$ cat src/rtl/rf_wb_arbiter.sv
// Writeback arbiter for a dual-write-port 16x16 register file.
// Grants up to two of three requesters per cycle in round-robin order and tracks pending destinations.
module rf_wb_arbiter #(
    parameter int NREQ = 3
) (
    input  logic                 clk,
    input  logic                 reset,
    input  logic [NREQ-1:0]      req_valid,
    input  logic [4*NREQ-1:0]    req_dest,
    input  logic [16*NREQ-1:0]   req_data,
    output logic [NREQ-1:0]      req_ready,
    input  logic                 wb_hold,
    input  logic                 alloc_valid,
    input  logic [3:0]           alloc_dest,
    output logic                 regWrite1,
    output logic                 regWrite2,
    output logic [3:0]           destReg1,
    output logic [3:0]           destReg2,
    output logic [15:0]          writeData1,
    output logic [15:0]          writeData2,
    output logic [15:0]          busy
);

    logic [1:0]      rr_ptr_r;
    logic [3:0]      dest_s [NREQ];
    logic [15:0]     data_s [NREQ];
    logic [NREQ-1:0] cand_s;
    logic [1:0]      ord_s [NREQ];
    logic            w1_found_s;
    logic            w2_found_s;
    logic [1:0]      w1_idx_s;
    logic [1:0]      w2_idx_s;
    logic [NREQ-1:0] ready_s;

    logic            we1_r;
    logic            we2_r;
    logic [3:0]      dest1_r;
    logic [3:0]      dest2_r;
    logic [15:0]     data1_r;
    logic [15:0]     data2_r;
    logic [15:0]     busy_r;
    logic [15:0]     set_s;
    logic [15:0]     clr_s;

    function automatic logic [1:0] inc_mod3(input logic [1:0] v);
        case (v)
            2'd0:    return 2'd1;
            2'd1:    return 2'd2;
            default: return 2'd0;
        endcase
    endfunction

    function automatic logic [NREQ-1:0] idx_onehot(input logic [1:0] idx);
        logic [NREQ-1:0] one;
        one = {{(NREQ-1){1'b0}}, 1'b1};
        return one << idx;
    endfunction

    function automatic logic [15:0] reg_onehot(input logic [3:0] r);
        logic [15:0] one;
        one = 16'h0001;
        return one << r;
    endfunction

    // Unpack the flat request buses into per-requester fields.
    always_comb begin
        for (int i = 0; i < NREQ; i++) begin
            dest_s[i] = req_dest[4*i +: 4];
            data_s[i] = req_data[16*i +: 16];
        end
    end

    // Candidate mask: nothing competes while held or in reset.
    always_comb begin
        if (reset && !wb_hold) begin
            cand_s = req_valid;
        end else begin
            cand_s = {NREQ{1'b0}};
        end
    end

    // Round-robin search; a candidate colliding with W1's destination is passed over so no WAW occurs in one cycle.
    always_comb begin
        logic take1;
        logic take2;
        ord_s[0]   = rr_ptr_r;
        ord_s[1]   = inc_mod3(rr_ptr_r);
        ord_s[2]   = inc_mod3(inc_mod3(rr_ptr_r));
        w1_found_s = 1'b0;
        w2_found_s = 1'b0;
        w1_idx_s   = 2'd0;
        w2_idx_s   = 2'd0;
        for (int p = 0; p < NREQ; p++) begin
            take1 = cand_s[ord_s[p]] && !w1_found_s;
            take2 = cand_s[ord_s[p]] && w1_found_s && !w2_found_s
                    && (dest_s[ord_s[p]] != dest_s[w1_idx_s]);
            w1_idx_s   = take1 ? ord_s[p] : w1_idx_s;
            w2_idx_s   = take2 ? ord_s[p] : w2_idx_s;
            w1_found_s = w1_found_s | take1;
            w2_found_s = w2_found_s | take2;
        end
    end

    // Grant vector from the two winners.
    always_comb begin
        ready_s = {NREQ{1'b0}};
        if (w1_found_s) begin
            ready_s = ready_s | idx_onehot(w1_idx_s);
        end else begin
            ready_s = ready_s;
        end
        if (w2_found_s) begin
            ready_s = ready_s | idx_onehot(w2_idx_s);
        end else begin
            ready_s = ready_s;
        end
    end

    assign req_ready = ready_s;

    // Priority pointer moves just past the port-1 winner.
    always_ff @(posedge clk) begin
        if (!reset) begin
            rr_ptr_r <= 2'd0;
        end else if (w1_found_s) begin
            rr_ptr_r <= inc_mod3(w1_idx_s);
        end else begin
            rr_ptr_r <= rr_ptr_r;
        end
    end

    // Port 1 register: r0 writes load dest/data but keep the write enable low.
    always_ff @(posedge clk) begin
        if (!reset) begin
            we1_r   <= 1'b0;
            dest1_r <= 4'd0;
            data1_r <= 16'h0000;
        end else if (w1_found_s) begin
            we1_r   <= (dest_s[w1_idx_s] != 4'd0);
            dest1_r <= dest_s[w1_idx_s];
            data1_r <= data_s[w1_idx_s];
        end else begin
            we1_r   <= 1'b0;
        end
    end

    // Port 2 register, loaded from the second winner.
    always_ff @(posedge clk) begin
        if (!reset) begin
            we2_r   <= 1'b0;
            dest2_r <= 4'd0;
            data2_r <= 16'h0000;
        end else if (w2_found_s) begin
            we2_r   <= (dest_s[w2_idx_s] != 4'd0);
            dest2_r <= dest_s[w2_idx_s];
            data2_r <= data_s[w2_idx_s];
        end else begin
            we2_r   <= 1'b0;
        end
    end

    // Clears come from the loaded ports, so a bit drops only after the register file has written it.
    always_comb begin
        clr_s = 16'h0000;
        if (we1_r) begin
            clr_s = clr_s | reg_onehot(dest1_r);
        end else begin
            clr_s = clr_s;
        end
        if (we2_r) begin
            clr_s = clr_s | reg_onehot(dest2_r);
        end else begin
            clr_s = clr_s;
        end
        if (alloc_valid && (alloc_dest != 4'd0)) begin
            set_s = reg_onehot(alloc_dest);
        end else begin
            set_s = 16'h0000;
        end
    end

    // Scoreboard update; a set on the same edge as a clear wins.
    always_ff @(posedge clk) begin
        if (!reset) begin
            busy_r <= 16'h0000;
        end else begin
            busy_r <= (busy_r & ~clr_s) | set_s;
        end
    end

    assign regWrite1  = we1_r;
    assign regWrite2  = we2_r;
    assign destReg1   = dest1_r;
    assign destReg2   = dest2_r;
    assign writeData1 = data1_r;
    assign writeData2 = data2_r;
    assign busy       = busy_r;

endmodule

$ cat config.mk
export PLATFORM = sky130hd
export DESIGN_NAME = rf_wb_arbiter
export DESIGN_NICKNAME = d
export VERILOG_FILES = /design/src/rtl/rf_wb_arbiter.sv
export SDC_FILE = /design/constraint.sdc
export NUM_CORES = 1
export LEC_CHECK = 0
export CORE_ASPECT_RATIO = 2
export CORE_MARGIN = 4
export CORE_UTILIZATION = 45
export DETAILED_ROUTE_END_ITERATION = 7
export PLACE_DENSITY_LB_ADDON = 0.1
export SYNTH_ARGS = -nofsm -noshare
export SYNTH_HDL_FRONTEND = slang
export SYNTH_SLANG_ARGS = --single-unit
$ cat constraint.sdc
create_clock -name clk -period 8.6 [get_ports clk]
set_input_delay 0.86 -clock clk [delete_from_list [all_inputs] [get_ports clk]]
set_output_delay 0.86 -clock clk [all_outputs]
set_load 0.1 [all_outputs]
## After elaboration in Yosys (flattened, before gate mapping)

Index checks and enable logic that the tools add are counted.

| word-level totals | value |
|---|---|
| output and inout bits | 61 |
| register bits | 60 |

| cells by class | value |
|---|---|
| bitwise gates (word level) | 14 |
| equality and inequality tests | 5 |
| reductions and logical operators | 21 |
| order comparisons | 9 |
| shift-type cells | 5 |
| muxes and demuxes | 44 |

Operators by type and width:

| cell | count |
|---|---|
| 16-bit 2-to-1 mux | 7 |
| 16-bit binary-select mux with 2-bit select | 2 |
| 4-bit binary-select mux with 2-bit select | 6 |
| 4-bit 2-to-1 mux | 12 |
| 1-bit by 4-bit << shifter with 16-bit output (first input constant) | 3 |
| 16-bit bitwise OR | 2 |
| 3-bit >= comparator (second input constant) | 6 |
| 2-bit NOT with 3-bit output | 6 |
| 16-bit bitwise AND | 1 |
| 16-bit NOT | 1 |
| 2-bit one-hot mux with 2 select lines | 3 |
| 4-bit nonzero test | 3 |
| 2-bit 2-to-1 mux | 5 |
| 1-bit logical AND | 9 |
| 2-bit by 3-bit < comparator with 1-bit output (second input constant) | 3 |
| 3-bit 2-to-1 mux | 3 |
| 4-bit != test | 2 |
| 1-bit binary-select mux with 2-bit select | 3 |
| 2-bit by 1-bit equality test with 1-bit output (second input constant) | 3 |
| 2-bit logical NOT | 3 |
| 1-bit by 2-bit << shifter with 3-bit output (first input constant) | 2 |
| 1-bit logical NOT | 4 |
| 2-bit AND reduction | 2 |
| 1-bit 2-to-1 mux | 3 |
| 2 further kinds | 4 |

## Longest topological paths before layout

Gate-level depths: netlist of the first run.

| depth | value |
|---|---|
| depth after elaboration | 21 |
| mapped depth | 13 |
| mapped depth without buffers | 9 |

## Least setup slack after synthesis of the first run

No wires, ideal clock.

| timing path | value |
|---|---|
| path type | in2out |
| start | in req_dest[8] |
| end | out req_ready[1] |
| stages | 11 |
| setup slack | 4.082 ns |
| arrival | 3.658 ns |
| path buffers | 3 |
| cells stage by stage | clkbuf_1 > nand2b_1 > nand3_1 > a221oi_2 > nor3_2 > o21a_4 > or4_4 > o22ai_2 > buf_6 > buf_12 > or2_1 |

| on the way | value |
|---|---|
| longest elaborated chain between the ends | 12 |

Ends and longest elaborated chain:

| item | line | RTL |
|---|---|---|
| start: declaration | 9 | `input logic [4*NREQ-1:0] req_dest,` |
| 4-bit binary-select mux with 2-bit select | 96 | `&& (dest_s[ord_s[p]] != dest_s[w1_idx_s]);` |
| 4-bit 2-to-1 mux (not written as such) (2 in a row) | 96 |  |
| 4-bit != test | 96 |  |
| 1-bit logical AND | 96 |  |
| 1-bit logical NOT | 95 | `take2 = cand_s[ord_s[p]] && w1_found_s && !w2_found_s` |
| 1-bit logical AND | 95 |  |
| 1-bit logical AND | 96 |  |
| 2-bit 2-to-1 mux | 98 | `w2_idx_s = take2 ? ord_s[p] : w2_idx_s;` |
| 1-bit by 2-bit << shifter with 3-bit output | 56 | `return one << idx;` |
| 3-bit bitwise OR | 113 | `ready_s = ready_s \| idx_onehot(w2_idx_s);` |
| 3-bit 2-to-1 mux (*) | 112 | `if (w2_found_s) begin` |
| end: declaration | 11 | `output logic [NREQ-1:0] req_ready,` |

Mark *: on every way between the ends. The rest lies on a longest branch, timed or not. The select of a mux whose other input is x is not followed.

## Worst setup path after layout of the first run

| timing path | value |
|---|---|
| start | in reset |
| end | out req_ready[1] |

| on the way | value |
|---|---|
| longest elaborated chain between the ends | 18 |

Ends and longest elaborated chain:

| item | line | RTL |
|---|---|---|
| start: declaration | 7 | `input logic reset,` |
| 1-bit logical AND (*) | 75 | `if (reset && !wb_hold) begin` |
| 3-bit 2-to-1 mux (*) | 75 |  |
| 1-bit binary-select mux with 2-bit select | -- |  |
| 1-bit 2-to-1 mux (not written as such) | 94 | `take1 = cand_s[ord_s[p]] && !w1_found_s;` |
| 2-bit 2-to-1 mux | 97 | `w1_idx_s = take1 ? ord_s[p] : w1_idx_s;` |
| 2-bit NOT with 3-bit output (not written as such) | 96 |  |
| 4-bit binary-select mux with 2-bit select | 96 |  |
| 4-bit 2-to-1 mux (not written as such) (2 in a row) | 96 |  |
| 4-bit != test | 96 |  |
| 1-bit logical AND | 96 |  |
| 1-bit logical NOT | 95 |  |
| 1-bit logical AND | 95 |  |
| 1-bit logical AND | 96 |  |
| 2-bit 2-to-1 mux | 98 |  |
| 1-bit by 2-bit << shifter with 3-bit output | 56 |  |
| 3-bit bitwise OR | 113 |  |
| 3-bit 2-to-1 mux (*) | 112 |  |

Marked as above.

==> impl_metrics.json, run 1 <==
{
  "status": "completed",
  "cts_setup_buffers": 0,
  "start_util_pct": 46.65,
  "final_cells": 700,
  "p_leak_nw": 1.989,
  "power_mw": 1.078,
  "cts_made_buffers": 9,
  "final_antenna_net_count": 0,
  "drc": 0,
  "chipHeight_um": 142.4,
  "clock_sink_count": 60,
  "tns_ns": 0,
  "die_w_um": 75.19,
  "syn_area_sq_um": 4063,
  "period_share_pct": 69.78,
  "grt_antenna_before_repair": 0,
  "end_kind": "output port",
  "tritoncts": "done",
  "nets": 666,
  "vias": 4479,
  "grt_max_degree": 51,
  "drt_iter0_markers": 411,
  "synth_nets": 560,
  "grt_pass1_vias": 4324,
  "syn_inst": 489,
  "n_fill_cell": 739,
  "drt_wl_total_mm": 14.21,
  "synth_edf_count": 0,
  "synth-seq-cells": 60,
  "coreArea_sq_um": 8708,
  "clockRootBuffer": "clkbuf_16",
  "portBuffers": 131,
  "firstDrtPassIters": 5,
  "clock_latency_ns": 0.32,
  "async_reset_ff_share_pct": 0,
  "htreeDepth": 3,
  "wl_per_cell_um": 20.30,
  "hold_path.class": "flip-flop to flip-flop",
  "slew_headroom_pct": 25.28,
  "holdBufCountCts": 0,
  "synthFlopType": "dfxtp_1",
  "power_density_nw_per_um2": 190.1,
  "crit_required_ns": 7.74,
  "syn2layout_area_growth_pct": 39.58,
  "start_kind": "input pin",
  "path_max_fanout": 50,
  "cts_resized": 0,
  "layout_commonest_cell": "clkdlybuf4s50_1",
  "rows": 48,
  "via_per_inst": 6.399,
  "synth.yosys.seq_area_share_pct": 29.57,
  "fmax_ghz": 0.1666,
  "path_clk_slew_ns": 0.06,
  "setup_viol": 0,
  "grt_pass1_wl_mm": 22.33,
  "finalClockSkew_ns": 0.004221,
  "ios": 132,
  "dp.cells": 684,
  "hold_viol_final": 0,
  "drv_slew": 0,
  "final_cell_mix": "clkdlybuf4s50_1, dfxtp_1, nand2_1",
  "r2r_setup_slack_ns": 4.49,
  "critPathArrivalTime_ns": 5.14,
  "netlist-cell-type-count": 73,
  "syn_area_per_cell_sq_um": 8.308,
  "die_area_sq_um": 10700,
  "cts_buffer_depth": 2,
  "tightest_slew_ns": 1.121,
  "drive_above_1_share_pct": 8.000,
  "gp_congestion": 0.9238,
  "min_period_ns": 6.001,
  "grt_overflow": 0,
  "irDropWorstVdd_v": 0.0002244,
  "yosys_warnings": 0,
  "dpl.hpwl_mm": 10.34,
  "maxCapViolCount": 0,
  "track_usage_pct": 26.60,
  "n_antenna_cell": 0,
  "crit_type": "input pin to output port",
  "rsz0062_at_grt": "false"
}
==> synthesized netlist by cell type, types with 3 or more instances <==
cell / instances / share of area [%]
nand2_1: 42 / 3.9
a21oi_1: 19 / 2.3
a221oi_1: 9 / 1.9
nand2b_1: 8 / 1.2
o22ai_1: 7 / 1.1
o21ai_1: 9 / 1.1
xnor2_1: 7 / 1.5
nor2b_1: 23 / 3.5
or4_1: 4 / 0.74
a22o_1: 6 / 1.3
o311ai_0: 4 / 0.86
dfxtp_1: 60 / 30
o21ai_0: 17 / 2.1
and3b_1: 3 / 0.65
a31oi_1: 4 / 0.62
a222oi_1: 8 / 2.0
buf_4: 5 / 0.92
a22oi_1: 36 / 6.7
clkbuf_1: 25 / 2.3
o41ai_1: 4 / 0.86
o21ai_2: 10 / 2.2
a21boi_0: 10 / 1.8
nor3b_1: 3 / 0.55
mux2i_1: 24 / 5.9
buf_2: 8 / 0.99
nand4_1: 3 / 0.46
and3_1: 5 / 0.77
nand3_1: 16 / 2.0
xor2_1: 3 / 0.65
nor2_1: 27 / 2.5
a211o_1: 4 / 0.86
o211a_1: 4 / 0.99
a211oi_1: 4 / 0.74
a32oi_1: 6 / 1.3
nor3_1: 10 / 1.2
and2_1: 7 / 1.1
==> kinds of logic (layout without fill, tap and decap cells) <==
kind of cell / after synthesis / after routing / share of synthesized area, %
compound gates: 182 / 182 / 34.12
xor+xnor: 10 / 10 / 2.156
buf+inv: 46 / 157 / 5.729
flops: 60 / 60 / 29.57
mux: 25 / 25 / 6.190
simple gates: 166 / 166 / 22.24
==> registers in the layout (all words and copies together), names as in the netlist <==
register,cells
rr_ptr_r,2
writeData1,16
destReg2,4
regWrite1,1
regWrite2,1
busy,16
writeData2,16
destReg1,4
==> final timing paths <==
kind                                  start        endpoint  cells past startpoint
worst max-delay path                  reset    req_ready[1]                     12
worst min-delay path                busy[0]         busy[0]                      2
worst max register to register  rr_ptr_r[1]  writeData2[15]                      9
worst min register to register      busy[0]         busy[0]                      2
==> critical path, stage by stage <==
cell	delay, ns
clkdlybuf4s50_1	0.45
buf_4	0.40
nor2b_1	0.36
nand4_1	0.13
a31oi_1	0.20
o31ai_1	0.13
o21a_4	0.31
or4_4	0.56
o22ai_2	0.13
buf_4	0.32
or2_1	0.15
clkdlybuf4s50_1	1.13
==> per-layer routing <==
layer  vias up  GRT usage (%)  wire [um]
met2       193          47.70       7744
met5         -              0          0
li1       2098              -          -
met1      2158          30.05       5303
met3        30          5.375        826
met4         0          9.493        339
==> where the power goes <==
part	internal, mW	switching, mW	total, mW
registers	0.299	0.0201	0.319
logic	0.114	0.256	0.370
clock network	0.255	0.134	0.389
==> layout make-up <==
cell class | count | area (sq um) | area share (%)
inverter | 3 | 11.26 | 0.1986
timing repair buffer | 138 | 1364 | 24.05
clock buffer | 9 | 225.2 | 3.972
clock inverter | 7 | 98.84 | 1.743
multi-input combinational | 383 | 2645 | 46.65
sequential | 60 | 1201 | 21.18
tap | 100 | 125.1 | 2.207
==> per-stage QoR <==
| step | setup WS [ns] | hold slack [ns] | util, % | instance area (sq um) |
|---|---|---|---|---|
| 6_report | 2.599 | 0.4518 | 65.11 | 5670 |
| 5_1_grt | 2.396 | 0.4678 | 65.11 | 5670 |
| 4_1_cts | 2.587 | 0.4521 | 65.11 | 5670 |
| 3_5_place_dp | 2.584 | 0.4445 | 61.39 | 5346 |
| 3_3_place_gp | 2.608 | 0.4399 | 61.39 | 5346 |
| 2_1_floorplan | 4.082 | 0.8690 | - | 4063 |
(Power assumes the default switching activity.)
==> inputs of run 2 (changes only) <==
Settings changed: CORE_UTILIZATION 45 to 42.
Clock period 8.6 ns to 4.9 ns, I/O delays scaled along.
==> impl_metrics.json, run 2 (same netlist as run 1, synthesis figures left out) <==
{
  "n_fill_cell": 848,
  "crit_type": "input pin to output port",
  "tritoncts": "done",
  "htreeDepth": 3,
  "grt_overflow": 0,
  "via_per_inst": 6.438,
  "coreArea_sq_um": 9384,
  "fin_area_sq_um": 5731,
  "n_antenna_cell": 0,
  "portBuffers": 131,
  "grt_pass1_vias": 4624,
  "start_util_pct": 43.29,
  "period_share_pct": 87.06,
  "grt_max_degree": 36,
  "p_leak_nw": 2.008,
  "maxCapViolCount": 0,
  "die_w_um": 77.55,
  "layout_commonest_cell": "clkdlybuf4s50_1",
  "critPathArrivalTime_ns": 3.78,
  "finalClockSkew_ns": 0.01039,
  "hold_viol_final": 0,
  "setup_viol": 0,
  "final_antenna_net_count": 0,
  "crit_required_ns": 4.41,
  "clockRootBuffer": "clkbuf_16",
  "status": "finished with violations",
  "r2r_setup_slack_ns": 1.11,
  "grt_antenna_before_repair": 0,
  "drt_wl_total_mm": 14.31,
  "drc": 1,
  "drv_slew": 0,
  "rsz0062_at_grt": "false",
  "violations": "DRC",
  "clock_sink_count": 60,
  "chipHeight_um": 147.1,
  "grt_pass1_wl_mm": 22.94,
  "power_density_nw_per_um2": 331.0,
  "holdBufCountCts": 0,
  "tns_ns": 0,
  "postPlaceCellArea_sq_um": 5413,
  "irDropWorstVdd_v": 0.0002602,
  "ios": 132,
  "clock_latency_ns": 0.33,
  "drt_iter0_markers": 554,
  "cts_setup_buffers": 0,
  "vias": 4545,
  "syn2layout_area_growth_pct": 41.05,
  "wl_per_cell_um": 20.27,
  "nets": 668,
  "start_kind": "input pin",
  "cts_buffer_depth": 2,
  "slew_headroom_pct": 31.97,
  "drive_above_1_share_pct": 8.638,
  "track_usage_pct": 24.83,
  "dpl.hpwl_mm": 10.53,
  "path_max_fanout": 17,
  "end_kind": "output port",
  "fmax_ghz": 0.2344,
  "min_period_ns": 4.266,
  "path_clk_slew_ns": 0.05,
  "firstDrtPassIters": 8,
  "rows": 50,
  "final_cell_mix": "clkdlybuf4s50_1, dfxtp_1, nand2_1",
  "gp_congestion": 0.9265,
  "cts_made_buffers": 9,
  "die_area_sq_um": 11410,
  "hold_path.class": "flip-flop to flip-flop",
  "cts_resized": 0,
  "tightest_slew_ns": 1.017
}
[run 2: final timing paths]
path,start,to,cells after the start
min,busy[0],busy[0],2
min reg2reg,busy[0],busy[0],2
max reg2reg,rr_ptr_r[1],writeData2[5],10
max,reset,req_ready[2],11
[run 2: area by class of cell]
class / instances / area [sq um] / area share [%]
multi-input cells: 383 / 2661 / 46.44
clock buffers: 10 / 229.0 / 3.996
flip-flops and latches: 60 / 1201 / 20.96
clock inverters: 6 / 88.84 / 1.550
well taps: 104 / 130.1 / 2.271
repair buffers: 140 / 1409 / 24.59
inverters: 3 / 11.26 / 0.1965
[run 2: metrics by stage]
stage / util (%) / hold slack (ns) / worst slack [ns] / instances / total power [mW]
after floorplan: - / 0.6241 / 1.122 / 489 / 1.025
after global placement: 57.68 / 0.4394 / 0.7360 / 690 / 1.218
after detailed placement: 57.68 / 0.4357 / 0.7118 / 690 / 1.222
after CTS: 61.07 / 0.4477 / 0.6921 / 706 / 1.904
after global routing: 61.07 / 0.4835 / 0.3838 / 706 / 1.965
final: 61.07 / 0.4447 / 0.6341 / 706 / 1.897
[run 2: worst max-delay path, stage by stage]
cell and delay [ns]:
clkdlybuf4s50_1 0.87, nor2b_1 0.43, nand4_1 0.14, a31oi_1 0.22, o31ai_1 0.12, o21ai_1 0.42
nand4_1 0.29, o21ai_1 0.18, buf_4 0.26, or2_1 0.18, buf_12 0.18
[run 2: power breakdown]
group	switching (mW)	internal, mW	leakage [nW]	total, mW
combinational	0.452	0.206	1.37	0.659
clock	0.235	0.445	0.149	0.680
sequential	0.0333	0.525	0.491	0.558
total	0.721	1.18	2.01	1.90
[run 2: layer usage]
metal / global-route usage, % / share of wire (%)
met1: 25.66 / 36
met3: 4.785 / 5.8
met2: 45.54 / 53
met4: 14.26 / 4.8
met5: 0 / 0
==> inputs of run 3 (changes only) <==
Clock period 4.9 ns to 3.57 ns, I/O delays scaled along.
==> impl_metrics.json, run 3 (same netlist as run 1, synthesis figures left out) <==
{
  "irDropWorstVdd_v": 0.0003234,
  "grt_use_met2_pct": 49.09,
  "path_max_fanout": 6,
  "setup_viol": 0,
  "chipHeight_um": 147.1,
  "drive_above_1_share_pct": 15.13,
  "drc": 0,
  "busiest_layer": "met2",
  "htreeDepth": 3,
  "coreArea_sq_um": 9384,
  "final_cell_mix": "clkdlybuf4s50_1, dfxtp_1, buf_4",
  "cts_made_buffers": 9,
  "cts_setup_buffers": 0,
  "hold_viol_final": 0,
  "grt_max_degree": 44,
  "die_area_sq_um": 11410,
  "slew_headroom_pct": 32.34,
  "drt_wl_total_mm": 15.64,
  "start_kind": "input pin",
  "die_w_um": 77.55,
  "fin_util_pct": 64.68,
  "power_density_nw_per_um2": 441.9,
  "cts_buffer_depth": 2,
  "syn2layout_area_growth_pct": 49.40,
  "grt_antenna_before_repair": 0,
  "layout_commonest_cell": "clkdlybuf4s50_1",
  "gp_congestion": 1.019,
  "period_share_pct": 96.25,
  "status": "completed",
  "vias": 4701,
  "clock_latency_ns": 0.33,
  "p_leak_nw": 2.236,
  "end_kind": "output port",
  "drt_iter0_markers": 360,
  "hold_path.class": "flip-flop to flip-flop",
  "start_util_pct": 43.29,
  "dp_slack_ns": -0.1069,
  "grt_overflow": 0,
  "nets": 707,
  "portBuffers": 131,
  "ios": 132,
  "tightest_slew_ns": 1.012,
  "finalClockSkew_ns": 0.007989,
  "via_per_inst": 6.310,
  "global_route.usage.met1_pct": 27.54,
  "maxCapViolCount": 0,
  "fmax_ghz": 0.2910,
  "path_clk_slew_ns": 0.06,
  "clockRootBuffer": "clkbuf_16",
  "drv_slew": 0,
  "track_usage_pct": 26.65,
  "final_antenna_net_count": 0,
  "wl_per_cell_um": 20.99,
  "critPathArrivalTime_ns": 3.08,
  "crit_required_ns": 3.21,
  "crit_type": "input pin to output port",
  "rsz0062_at_grt": "false",
  "grt_pass1_wl_mm": 24.23,
  "whs_ns": 0.4626,
  "grt_pass1_vias": 4722,
  "met3_usage_pct": 4.969,
  "holdBufCountCts": 0,
  "n_fill_cell": 830,
  "dpl.hpwl_mm": 11.72,
  "tritoncts": "done",
  "rows": 50,
  "fin_ws_ns": 0.1340,
  "min_period_ns": 3.436,
  "firstDrtPassIters": 5,
  "clock_sink_count": 60,
  "n_antenna_cell": 0
}
## run 3: changes by cell type in the layout (fill, tap and decap cells not counted), moves of 2 or more
cell	change
dfxtp_2	+2
dlymetal6s2s_1	+3
dfxtp_1	-2
clkdlybuf4s50_1	-3
buf_4	+39
## run 3: metal layers
| metal | up-vias | wire length [um] | part of all wire (%) |
|---|---|---|---|
| met5 | - | 0 | 0 |
| met4 | 0 | 671 | 4.3 |
| met3 | 53 | 802 | 5.1 |
| met2 | 201 | 8428 | 54 |
| met1 | 2257 | 5734 | 37 |
| li1 | 2190 | - | - |
## run 3: worst max-delay path, stage by stage
cell             delay [ns]
clkdlybuf4s50_1        0.59
buf_4                  0.20
mux2i_1                0.08
o21ai_0                0.35
a311oi_1               0.14
a311oi_4               0.34
nand3_1                0.19
nor2_2                 0.26
o22ai_2                0.11
or2_1                  0.27
buf_12                 0.18
## run 3: final timing paths
kind / cells after the start / to / slack [ns] / startpoint
worst min register to register: 2 / busy[0] / 0.46 / busy[0]
worst max-delay path: 11 / req_ready[1] / 0.13 / req_dest[0]
worst min-delay path: 2 / busy[0] / 0.46 / busy[0]
worst max register to register: 11 / writeData2[13] / 0.40 / rr_ptr_r[1]
## run 3: through the flow
step / cell area (sq um) / setup TNS (ns) / power [mW] / cells
floorplan: 4063 / 0 / 1.407 / 489
global placement: 5705 / -0.5459 / 1.715 / 729
detailed placement: 5705 / -1.249 / 1.723 / 729
CTS: 6046 / 0 / 2.685 / 745
global route: 6070 / 0 / 2.766 / 745
finish: 6070 / 0 / 2.682 / 745
## run 3: power by group
part	internal [mW]	switching (mW)	leakage (nW)	total, mW
clock	0.615	0.345	0.156	0.960
combinational	0.316	0.639	1.59	0.955
sequential	0.720	0.0471	0.491	0.767
## run 3: what timing repair did
| action | CTS | global route |
|---|---|---|
| pin swaps | 1 | 1 |
| resized for setup | 4 | 7 |
| setup endpoints to repair | 1 | 5 |
## run 3: cell type report
| class | count | area, sq um | share of cell area, % |
|---|---|---|---|
| Inverter | 3 | 11.26 | 0.1855 |
| Tap cell | 104 | 130.1 | 2.144 |
| Clock inverter | 7 | 98.84 | 1.629 |
| Timing Repair Buffer | 179 | 1709 | 28.16 |
| Sequential cell | 60 | 1204 | 19.83 |
| Multi-Input combinational cell | 383 | 2691 | 44.34 |
| Clock buffer | 9 | 225.2 | 3.711 |
